[src/rtl/ttc_ps_pkg25.sv]
// Shared definitions for the TTC prescale controller: FSM encodings, clock-control
// field positions and the captured configuration record.
package ttc_ps_pkg25;

  localparam logic [1:0] ST_IDLE = 2'b00;
  localparam logic [1:0] ST_ARM  = 2'b01;
  localparam logic [1:0] ST_RUN  = 2'b10;

  localparam int unsigned CTRL_W       = 7;
  localparam int unsigned PS_EN_BIT    = 0;
  localparam int unsigned PS_VAL_LSB   = 1;
  localparam int unsigned PS_VAL_MSB   = 4;
  localparam int unsigned EXT_SEL_BIT  = 5;
  localparam int unsigned EXT_EDGE_BIT = 6;

  // Fields whose change while running forces a re-arm.
  typedef struct packed {
    logic [3:0] ps_val;
    logic       ext_sel;
  } ps_cfg_t;

endpackage

[src/rtl/ttc_ext_sync25.sv]
// External clock synchroniser with a polarity-selectable, registered edge detector.
// SYNC_STAGES must be at least 2.
module ttc_ext_sync25 #(
  parameter int unsigned SYNC_STAGES = 2
) (
  input  logic pclk25,
  input  logic n_p_reset25,
  input  logic i_ext_clk,
  input  logic i_fall_sel,
  input  logic i_reload,
  output logic o_pulse
);

  logic [SYNC_STAGES-1:0] r_sync;
  logic                   r_hist;
  logic                   r_pulse;
  logic                   w_sync_out;
  logic                   w_edge;

  assign w_sync_out = r_sync[SYNC_STAGES-1];
  assign w_edge     = i_fall_sel ? (r_hist & ~w_sync_out) : (~r_hist & w_sync_out);
  assign o_pulse    = r_pulse;

  always_ff @(posedge pclk25 or negedge n_p_reset25) begin
    if (!n_p_reset25) begin
      r_sync  <= '0;
      r_hist  <= 1'b0;
      r_pulse <= 1'b0;
    end else begin
      r_sync <= {r_sync[SYNC_STAGES-2:0], i_ext_clk};
      r_hist <= w_sync_out;
      // Reload drops any edge seen against pre-arm history.
      r_pulse <= i_reload ? 1'b0 : w_edge;
    end
  end

endmodule

[src/rtl/ttc_prescale_ctrl_lite25.sv]
// TTC prescale controller: IDLE/ARM/RUN sequencer gating an internal or external
// source through a power-of-two prescaler into a registered count tick.
module ttc_prescale_ctrl_lite25
  import ttc_ps_pkg25::*;
#(
  parameter int unsigned PS_WIDTH    = 16,
  parameter int unsigned SYNC_STAGES = 2
) (
  input  logic              pclk25,
  input  logic              n_p_reset25,
  input  logic [CTRL_W-1:0] clk_ctrl_reg25,
  input  logic              count_en25,
  input  logic              restart25,
  input  logic              ext_clk25,
  output logic              count_tick25,
  output logic [1:0]        state25
);

  logic [1:0]          r_state;
  logic [1:0]          w_state_d;
  logic [PS_WIDTH-1:0] r_cnt;
  logic [PS_WIDTH-1:0] w_cnt_d;
  logic [PS_WIDTH-1:0] w_term;
  ps_cfg_t             r_cfg;
  ps_cfg_t             w_cfg_live;
  logic                r_restart;
  logic                r_tick;
  logic                w_tick_d;
  logic                w_restart_rise;
  logic                w_cfg_chg;
  logic                w_ps_en;
  logic                w_ext_pulse;
  logic                w_src_pulse;
  logic                w_reload;

  assign w_cfg_live.ps_val  = clk_ctrl_reg25[PS_VAL_MSB:PS_VAL_LSB];
  assign w_cfg_live.ext_sel = clk_ctrl_reg25[EXT_SEL_BIT];
  assign w_ps_en            = clk_ctrl_reg25[PS_EN_BIT];

  assign w_restart_rise = restart25 & ~r_restart;
  assign w_cfg_chg      = (w_cfg_live != r_cfg);
  assign w_reload       = (r_state == ST_ARM);
  assign w_src_pulse    = r_cfg.ext_sel ? w_ext_pulse : 1'b1;

  assign state25      = r_state;
  assign count_tick25 = r_tick;

  ttc_ext_sync25 #(
    .SYNC_STAGES (SYNC_STAGES)
  ) u_ext_sync (
    .pclk25      (pclk25),
    .n_p_reset25 (n_p_reset25),
    .i_ext_clk   (ext_clk25),
    .i_fall_sel  (clk_ctrl_reg25[EXT_EDGE_BIT]),
    .i_reload    (w_reload),
    .o_pulse     (w_ext_pulse)
  );

  // Terminal count 2^(ps_val+1)-1, saturating to all-ones when it would not fit.
  always_comb begin
    w_term = '1;
    if (32'(r_cfg.ps_val) + 32'd1 < PS_WIDTH) begin
      w_term = PS_WIDTH'((32'd1 << (r_cfg.ps_val + 5'd1)) - 32'd1);
    end
  end

  always_comb begin
    w_state_d = r_state;
    case (r_state)
      ST_IDLE: begin
        if (count_en25) w_state_d = ST_ARM;
      end
      ST_ARM: begin
        w_state_d = count_en25 ? ST_RUN : ST_IDLE;
      end
      ST_RUN: begin
        if (!count_en25) begin
          w_state_d = ST_IDLE;
        end else if (w_restart_rise || w_cfg_chg) begin
          w_state_d = ST_ARM;
        end
      end
      default: w_state_d = ST_IDLE;
    endcase
  end

  always_comb begin
    w_cnt_d  = r_cnt;
    w_tick_d = 1'b0;
    if ((r_state == ST_ARM) || ((r_state == ST_IDLE) && w_restart_rise)) begin
      w_cnt_d = '0;
    end else if ((r_state == ST_RUN) && w_src_pulse) begin
      if (!w_ps_en) begin
        w_tick_d = 1'b1;
      end else if (r_cnt == w_term) begin
        w_cnt_d  = '0;
        w_tick_d = 1'b1;
      end else begin
        w_cnt_d = r_cnt + 1'b1;
      end
    end
  end

  always_ff @(posedge pclk25 or negedge n_p_reset25) begin
    if (!n_p_reset25) begin
      r_state   <= ST_IDLE;
      r_cnt     <= '0;
      r_cfg     <= '0;
      r_restart <= 1'b0;
      r_tick    <= 1'b0;
    end else begin
      r_state   <= w_state_d;
      r_cnt     <= w_cnt_d;
      r_restart <= restart25;
      r_tick    <= w_tick_d;
      if ((r_state == ST_ARM) && (w_state_d == ST_RUN)) begin
        r_cfg <= w_cfg_live;
      end
    end
  end

endmodule
[config.mk]
export PLATFORM = sky130hd
export DESIGN_NAME = ttc_prescale_ctrl_lite25
export DESIGN_NICKNAME = d
export VERILOG_FILES = /design/src/rtl/ttc_ps_pkg25.sv /design/src/rtl/ttc_ext_sync25.sv /design/src/rtl/ttc_prescale_ctrl_lite25.sv
export SDC_FILE = /design/constraint.sdc
export NUM_CORES = 1
export LEC_CHECK = 0
export ABC_AREA = 0
export CORE_ASPECT_RATIO = 0.75
export CORE_MARGIN = 2
export CORE_UTILIZATION = 53
export DETAILED_ROUTE_END_ITERATION = 10
export PLACE_DENSITY = 0.87
export SYNTH_ARGS = -nofsm -noshare
export SYNTH_HDL_FRONTEND = slang
export SYNTH_SLANG_ARGS = --single-unit
export TNS_END_PERCENT = 1
[constraint.sdc]
create_clock -name pclk25 -period 3.2 [get_ports pclk25]
set_clock_uncertainty 0.05 [all_clocks]
set_input_delay 0.64 -clock pclk25 [delete_from_list [all_inputs] [get_ports pclk25]]
set_output_delay 0.64 -clock pclk25 [all_outputs]
set_load 0.02 [all_outputs]
# Word level (Yosys, flattened, before mapping)
# Cells that the tools add are included.
# totals
mem_count	0
output_inout_bits	3
register_bits	29
input_bits	12
latchBits	0
ramBits	0
wordCells	52
rom_bits	0
# classes
reduce_logical	9
n_lt_le_gt_ge	1
n_shift	1
eq_ne	5
mul	0
div_mod_pow	0
mux	17
bitwise_logic	6
add_sub_neg	4
# ops
op	count
16-bit 2-to-1 mux	5
16-bit by 1-bit adder with 16-bit output, second input constant	1
16-bit == test	1
1-bit by 5-bit left shift with 16-bit output, first input constant	1
16-bit by 1-bit subtractor with 16-bit output, second input constant	1
4-bit by 1-bit adder with 5-bit output, second input constant	2
2-bit 2-to-1 mux	4
1-bit 2-to-1 mux	7
2-bit case mux with 3 select lines	1
5-bit < comparator, second input constant	1
5-bit != test	1
2-bit == test, second input constant	2
2-bit nonzero test	2
1-bit bitwise AND	3
1-bit logical AND	3
1-bit NOT	3
2-bit by 1-bit == test with 1-bit output, second input constant	1
2-bit zero test	1
1-bit logical OR	2
2-bit AND reduction	1

# Logic depth before layout (Yosys ltp)
# Gate-level depths: netlist of run 1.
# depth
ltp_word	9
ltp_mapped	14
mapped_depth_nobuf	10

# By module
# From an unflattened synthesis of run 1, not the netlist that was laid out.
# hier_totals
cells_unflattened	212
hier_area_um2	1913.1
# by_module_without_submodules
module	cells_each	instances	area_per_inst_um2	seq_area_each_um2
ttc_prescale_ctrl_lite25	205	1	1791.7	625.6
ttc_ext_sync25	7	1	121.4	100.1

# Worst setup path after synthesis of run 1
# No wires, ideal clock.
# synth_timing
path_kind	register to register
startpoint	reg r_cfg[1] (netlist bit)
endpoint	reg r_cnt[1]
t_arrival_ns	2.887
required_ns	3.028
setup_ns	0.122
period_less_slack_ns	3.058
slack_ns	0.142
n_path_buf	4
path_stages_with_launch	14
cell_sequence	dfrtp_1 -> buf_2 -> nor4_1 -> inv_1 -> ha_1 -> clkbuf_1 -> clkbuf_1 -> nand2_1 -> nand3_1 -> xor2_1 -> nor4_1 -> nand4_2 -> buf_6 -> a32o_1
# synth_between
elab_chain_cells	9
elab_cells_between_ends	11
cone_classes	3 x add/sub; 1 x order compare; 1 x eq/ne; 1 x shift; 5 x mux
# synth_lines
element	line	source
start, declared	ttc_prescale_ctrl_lite25.sv:24	ps_cfg_t r_cfg;
start signal, assigned	ttc_prescale_ctrl_lite25.sv:117	r_cfg <= w_cfg_live;
4-bit by 1-bit adder with 5-bit output	ttc_prescale_ctrl_lite25.sv:62, ttc_prescale_ctrl_lite25.sv:63	
1-bit by 5-bit left shift with 16-bit output	ttc_prescale_ctrl_lite25.sv:63	w_term = PS_WIDTH'((32'd1 << (r_cfg.ps_val + 5'd1)) - 32'd1);
16-bit by 1-bit subtractor with 16-bit output	ttc_prescale_ctrl_lite25.sv:63	
16-bit 2-to-1 mux *	ttc_prescale_ctrl_lite25.sv:62	if (32'(r_cfg.ps_val) + 32'd1 < PS_WIDTH) begin
16-bit == test *	ttc_prescale_ctrl_lite25.sv:95	end else if (r_cnt == w_term) begin
16-bit 2-to-1 mux *	ttc_prescale_ctrl_lite25.sv:95	
16-bit 2-to-1 mux *	ttc_prescale_ctrl_lite25.sv:93	if (!w_ps_en) begin
16-bit 2-to-1 mux *	ttc_prescale_ctrl_lite25.sv:92	end else if ((r_state == ST_RUN) && w_src_pulse) begin
16-bit 2-to-1 mux *	ttc_prescale_ctrl_lite25.sv:90	if ((r_state == ST_ARM) || ((r_state == ST_IDLE) && w_restart_rise)) begin
end signal, assigned	ttc_prescale_ctrl_lite25.sv:113	r_cnt <= w_cnt_d;
end, declared	ttc_prescale_ctrl_lite25.sv:21	logic [PS_WIDTH-1:0] r_cnt;
# Mark *: on every way between the ends. The rest lies on a longest branch, timed or not. The select of a mux whose other input is x is not followed.
# A chain may end at the register's enable or synchronous reset.

# Worst setup path after layout of run 1
# layout_timing
startpoint	reg r_cfg[2] (netlist bit)
endpoint	reg r_cnt[11]
# Same word-level chain as after synthesis.

==> results.toml, run 1 <==
[worst_setup_path]
critPathLaunchType = "flip-flop"
end_kind = "flip-flop"
cp.required_ns = 3.33
critPathKind = "reg2reg"
arrival_ns = 3.01
path_max_fanout = 16

[sta]
hold_viol_final = 0
finalCritPeriodShare_pct = 90.2
drv_slew = 0
finalSetupViolCount = 0
fin_tns_setup_ns = 0
post-route-min-period_ns = 2.89
rsz0062_at_grt = "false"
worstMarginPinSlew_ns = 1.04
maxSlewHeadroom_pct = 30.4
max_freq_mhz = 346

[global_routing]
antenna_found_initial = 0
use_met1_pct = 37.6
grt.overflow.total = 0
grt-busiest-layer = "met1"
grt_pass1_vias = 1672
grt_pass1_wl_mm = 7.91
grt_max_degree = 30
track_usage_pct = 24.3
use_met2_pct = 34.6
use_met3_pct = 5.12

[clock_network]
clock_sinks = 29
path_clk_slew_ns = 0.06
ctsLongestPathBuffers = 2
clockRootBuffer = "clkbuf_8"
worstSkewPairLatency_ns = 0.28
cts_resized = 0
htreeDepth = 2
postCtsSetupRepairBufs = 0
tritoncts = "done"
numCtsBuffers = 5
hold_buffers = 0

[pwr]
p_int_uw = 687
peakVddDrop_v = 0.000353
p_sw_share_pct = 33.5
p_per_area_nw_per_um2 = 451
switchingPower_uw = 346
seqPwrFrac_pct = 39.0
leakagePower_nw = 0.948
p_comb_share_pct = 33.2
clockPowerShare_pct = 27.8

[synth]
yosysMostFrequentCell = "nand2_1"
syn_inst = 242
syn_area_um2 = 2010
synth_top_area_cell = "dfrtp_1"
synth_common_cells = "nand2_1 (32), dfrtp_1 (29), nor2_1 (18), o21ai_0 (15), clkbuf_1 (14)"
seq_area_frac_synth_pct = 36.0
synth_top_flop_cell = "dfrtp_1"
synth-async-reset-ratio_pct = 100
ys_ff_latch = 29
synth_nets = 256
synth_top_area_share_pct = 36.0
synth_warnings = 0
synth_cell_type_count = 50
syn_avg_cell_area_um2 = 8.32
synth_edf_count = 0
synth_area_leaders = "dfrtp_1 (36%), nand2_1 (6.0%), o21ai_0 (3.7%), xnor2_1 (3.5%), nor2_1 (3.4%)"

[detailed_routing]
routed_wl_mm = 4.66
first_pass_iters = 4
num_vias = 1820
dr.first_iter.drc_count = 111
ant_nets = 0
vias_per_cell = 5.97
drc = 0
wl_per_cell_um = 15.3

[finish]
postLayoutCoreUtil_pct = 62.5
fin_area_um2 = 2290
diodes = 0
fin_nets = 266
fin_cells = 305
area_growth_pct = 13.7
drive_above_1_share_pct = 11.9

[flow_run]
max-cap-violations = 0

[place]
dpl_cell_area_um2 = 2190
portBuffers = 14
dp_hpwl_mm = 3.24
place.gp.congestion = 0.912
dpl.cell_count = 297

[die]
die_area_um2 = 4310
rows = 19
die_w_um = 75.2
num_io_pins = 15
die_height_um = 57.4
core_um2 = 3660
start_util_pct = 55.0

[min_path]
hold_class = "reg2reg"

[outcome]
outcome = "completed"
## power groups by stage
stage / combinational, mW / sequential (mW) / clock (mW)
4_1_cts: 0.337 / 0.400 / 0.290
3_5_place_dp: 0.333 / 0.407 / 0
2_1_floorplan: 0.254 / 0.406 / 0
3_3_place_gp: 0.327 / 0.406 / 0
5_1_grt: 0.378 / 0.406 / 0.307
6_report: 0.342 / 0.403 / 0.287
## layout make-up
type	count	area, µm²
clock inverter	2	10.0
sequential	29	726
fill	334	1370
multi-input combinational	187	1180
inverter	6	22.5
tap	52	65.1
timing repair buffer	23	208
clock buffer	6	72.6
## metrics by stage
step | power [mW] | hold slack [ns] | setup slack (ns)
after floorplan | 0.660 | 0.281 | 0.142
after global placement | 0.733 | 0.284 | 0.252
after detailed placement | 0.740 | 0.290 | 0.202
after CTS | 1.03 | 0.304 | 0.195
after global routing | 1.09 | 0.316 | 0.133
final | 1.03 | 0.301 | 0.314
## cells in the final DEF, fill, tap and decap left out, types with 7 or more instances in the layout
cell type / netlist / routed
o21ai_0: 15 / 15
xnor2_1: 8 / 8
a21oi_1: 7 / 7
clkdlybuf4s50_1: 0 / 14
dfrtp_1: 29 / 29
nand2_1: 32 / 32
buf_4: 0 / 9
nand4_1: 8 / 8
nand3_1: 10 / 10
nor2_1: 18 / 18
## path summary, 6_finish.rpt
kind	start	endpoint	slack, ns	cells after the start
max	r_cfg[2]	r_cnt[11]	0.31	11
min	u_ext_sync.r_sync[0]	u_ext_sync.r_sync[1]	0.30	0
max reg2reg	r_cfg[2]	r_cnt[11]	0.31	11
min reg2reg	u_ext_sync.r_sync[0]	u_ext_sync.r_sync[1]	0.30	0
max in group asynchronous	n_p_reset25	u_ext_sync.o_pulse	2.15	2
min in group asynchronous	n_p_reset25	r_cnt[11]	0.68	2
## critical path, cell delays in order, from the launching register on
cell	delay, ns
dfrtp_1	0.36
nor4_2	0.06
inv_1	0.06
ha_2	0.31
or4b_2	0.63
nand3_1	0.13
xor2_1	0.07
nor4_1	0.36
nand4_2	0.20
buf_4	0.23
o21ai_0	0.08
a21bo_2	0.23
## metal layers
metal,share of wire [%],vias up
met5,0,-
met2,45,66
met3,9.3,7
met4,1.1,0
li1,-,895
met1,45,852
## sequential cells by signal, summed over array words and instances, names as in the netlist
signal              count
u_ext_sync.o_pulse      1
r_cnt                  16
r_restart               1
u_ext_sync.r_sync       2
u_ext_sync.r_hist       1
state25                 2
count_tick25            1
r_cfg                   5
## cells by family (layout without fill, tap and decap cells)
logic type / after synthesis / after routing / share of synthesized area [%]
and+or+nand+nor: 111 / 111 / 29.4
AOI/OAI and AO/OA: 51 / 51 / 16.8
DFF: 29 / 29 / 36.0
buffers and inverters: 26 / 37 / 5.78
xor gates and xnor gates: 13 / 13 / 5.66
muxes: 9 / 9 / 4.85
adders and majority gates: 2 / 2 / 1.24
other: 1 / 1 / 0.186
Power figures use the tool's default switching activity.
==> run 2: changes to the inputs <==
--- a/config.mk
+++ b/config.mk
@@ -5,12 +5,13 @@
 export SDC_FILE = /design/constraint.sdc
 export NUM_CORES = 1
 export LEC_CHECK = 0
-export ABC_AREA = 0
+export ABC_AREA = 1
 export CORE_ASPECT_RATIO = 0.75
 export CORE_MARGIN = 2
-export CORE_UTILIZATION = 53
+export CORE_UTILIZATION = 57
 export DETAILED_ROUTE_END_ITERATION = 10
-export PLACE_DENSITY = 0.87
+export DONT_BUFFER_PORTS = 1
+export PLACE_DENSITY = 0.86
 export SYNTH_ARGS = -nofsm -noshare
 export SYNTH_HDL_FRONTEND = slang
 export SYNTH_SLANG_ARGS = --single-unit
==> run 2 against run 1 <==
- synthesized cell count rose by 37%
- sequential share of layout area rose by 0.35 points
- cell count increased by 26%
- area after synthesis is 4.5% higher
- final area decreased by 1.1%
- power rose by 6.8%
- register-to-register slack gained 0.22 ns
- critical path depth up 3
- core utilization increased by 0.54 points
- critical endpoint is now count_tick25
==> results.toml, run 2 <==
[clock_network]
clockRootBuffer = "clkbuf_8"
tritoncts = "done"
path_clk_slew_ns = 0.07
worstSkewPairLatency_ns = 0.29
clock_sinks = 29
numCtsBuffers = 5
postCtsSetupRepairBufs = 0
htreeDepth = 2
ctsLongestPathBuffers = 2

[worst_setup_path]
end_kind = "flip-flop"
critPathKind = "reg2reg"
path_buf_inv = 1
path_common_cell = "nand2_1"
arrival_ns = 2.82
r2r-end = "count_tick25"
cp.required_ns = 3.35
crit_family = "simple AND/OR/NAND/NOR gates"
max_stage_delay_ns = 0.55
r2r_start = "r_cfg[4]"
crit_path_top_delay_cell = "dfrtp_1"
critPathLaunchType = "flip-flop"
cp_cell_sequence = "nor2_2 > nand2_1 > ha_1 > nand3_1 > o21ai_0 > inv_1 > nand2_1 > nand2_1 > nand2_1 > nor2_1 > nand3_1 > nor2_2 > nand2_2 > a21boi_0"
path_max_fanout = 16
worstRegToRegCells = 14
rrSetupSlack_ns = 0.53
cp-startpoint = "r_cfg[4]"

[finish]
postLayoutCoreUtil_pct = 63.1
final_common_cell = "nand2_1"
largest_register_ffs = 16
fin_area_um2 = 2260
diodes = 0
top_register = "r_cnt"
area_growth_pct = 7.61
fin_nets = 346
top_regs = "r_cnt x16, r_cfg x5"
fin_cells = 385
layout_common_cells = "nand2_1 (117), inv_1 (46), nand3_1 (42)"
drive_above_1_share_pct = 6.91

[global_routing]
grt.overflow.total = 0
grt_max_degree = 30
track_usage_pct = 25.8
grt_pass1_wl_mm = 8.22
antenna_found_initial = 0
grt_pass1_vias = 1794

[pwr]
p_per_area_nw_per_um2 = 487
peakVddDrop_v = 0.000436
leakagePower_nw = 1.24
total_power_mw = 1.10

[synth]
synth_area_leaders = "dfrtp_1 (35%), nand2_1 (21%), nand3_1 (10%), inv_1 (8.2%), nor2_1 (4.5%)"
synth-async-reset-ratio_pct = 100
yosysMostFrequentCell = "nand2_1"
syn_area_um2 = 2100
synth_nets = 345
synth_cell_type_count = 27
synth_top_flop_cell = "dfrtp_1"
seq_area_frac_synth_pct = 34.5
synth_top_area_share_pct = 34.5
synth_common_cells = "nand2_1 (117), inv_1 (46), nand3_1 (42), dfrtp_1 (29), nor2_1 (25)"
synth_edf_count = 0
syn_avg_cell_area_um2 = 6.35
synth_top_area_cell = "dfrtp_1"
ys_ff_latch = 29
syn_inst = 331
synth_warnings = 0

[detailed_routing]
num_vias = 2095
routed_wl_mm = 4.80
vias_per_cell = 5.44
first_pass_iters = 6
wl_per_cell_um = 12.5
drc = 0
ant_nets = 0
dr.first_iter.drc_count = 246

[place]
pre_cts_slack_ns = 0.681
portBuffers = 0
dpl.cell_count = 376
place.gp.congestion = 0.905
dpl_cell_area_um2 = 2120
dp_hpwl_mm = 3.50

[die]
die_area_um2 = 4200
die_height_um = 56.6
rows = 19
core_um2 = 3590
die_w_um = 74.1
start_util_pct = 58.6
num_io_pins = 15

[sta]
maxSlewHeadroom_pct = 62.7
worstMarginPinSlew_ns = 0.559
finalCritPeriodShare_pct = 83.5
drv_slew = 0
fin_tns_setup_ns = 0
hold_slack_ns = 0.115
max_freq_mhz = 374
post-route-min-period_ns = 2.67
finalSetupViolCount = 0
finalWorstSetupSlack_ns = 0.530
rsz0062_at_grt = "false"
hold_viol_final = 0

[outcome]
outcome = "completed"

[flow_run]
max-cap-violations = 0

[min_path]
hold_class = "in2async"
## run 2: cell types whose count changed after synthesis, moves of 7 or more
cell,before,now
xnor2_1,8,0
clkbuf_1,14,2
nand3_1,10,42
nand2_1,32,117
inv_1,6,46
nor2_1,18,25
## run 2: kinds of logic (layout without fill, tap and decap cells)
group                    Yosys count  after routing  synth area share (%)
other                              1              1                 0.178
XOR/XNOR                           7              7                  2.91
AO/OA/AOI/OAI                     24             24                  6.31
buffers and inverters             58             60                  11.4
AND/OR/NAND/NOR                  210            210                  43.5
adder cells (fa/ha/maj)            2              2                  1.19
flip-flops                        29             29                  34.5
## run 2: area by class of cell
| class | instances | area, µm² |
|---|---|---|
| fillers | 313 | 1330 |
| multi-input cells | 244 | 1140 |
| flip-flops and latches | 29 | 726 |
| inverters | 50 | 188 |
| clock buffers | 6 | 82.6 |
| well taps | 52 | 65.1 |
| clock inverters | 2 | 37.5 |
| repair buffers | 2 | 27.5 |
## run 2: how the worst max path moves through the flow
stage,to,slack [ns],cells past startpoint
2_1_floorplan,r_cnt[10],1.15,16
3_3_place_gp,r_cnt[2],0.77,15
3_5_place_dp,r_cnt[5],0.68,15
4_1_cts,r_cnt[10],0.61,15
5_1_grt,r_cnt[13],0.36,15
6_report,count_tick25,0.53,14
## run 2: repair_timing
action,in CTS,in global routing
resized for setup,0,0
endpoints found under the setup margin,0,0
hold endpoints to repair,29,0
hold buffers,1,0
## run 2: where the power goes
group	internal, mW	switching, mW	leakage, nW
Combinational	0.0890	0.194	0.804
Clock	0.253	0.146	0.0574
Sequential	0.385	0.0358	0.381
## run 2: per-layer routing
layer | global-route usage, % | part of all wire (%)
met1 | 39.7 | 47
met2 | 34.1 | 42
met3 | 5.39 | 8.6
met4 | 11.9 | 2.2
met5 | 0 | 0
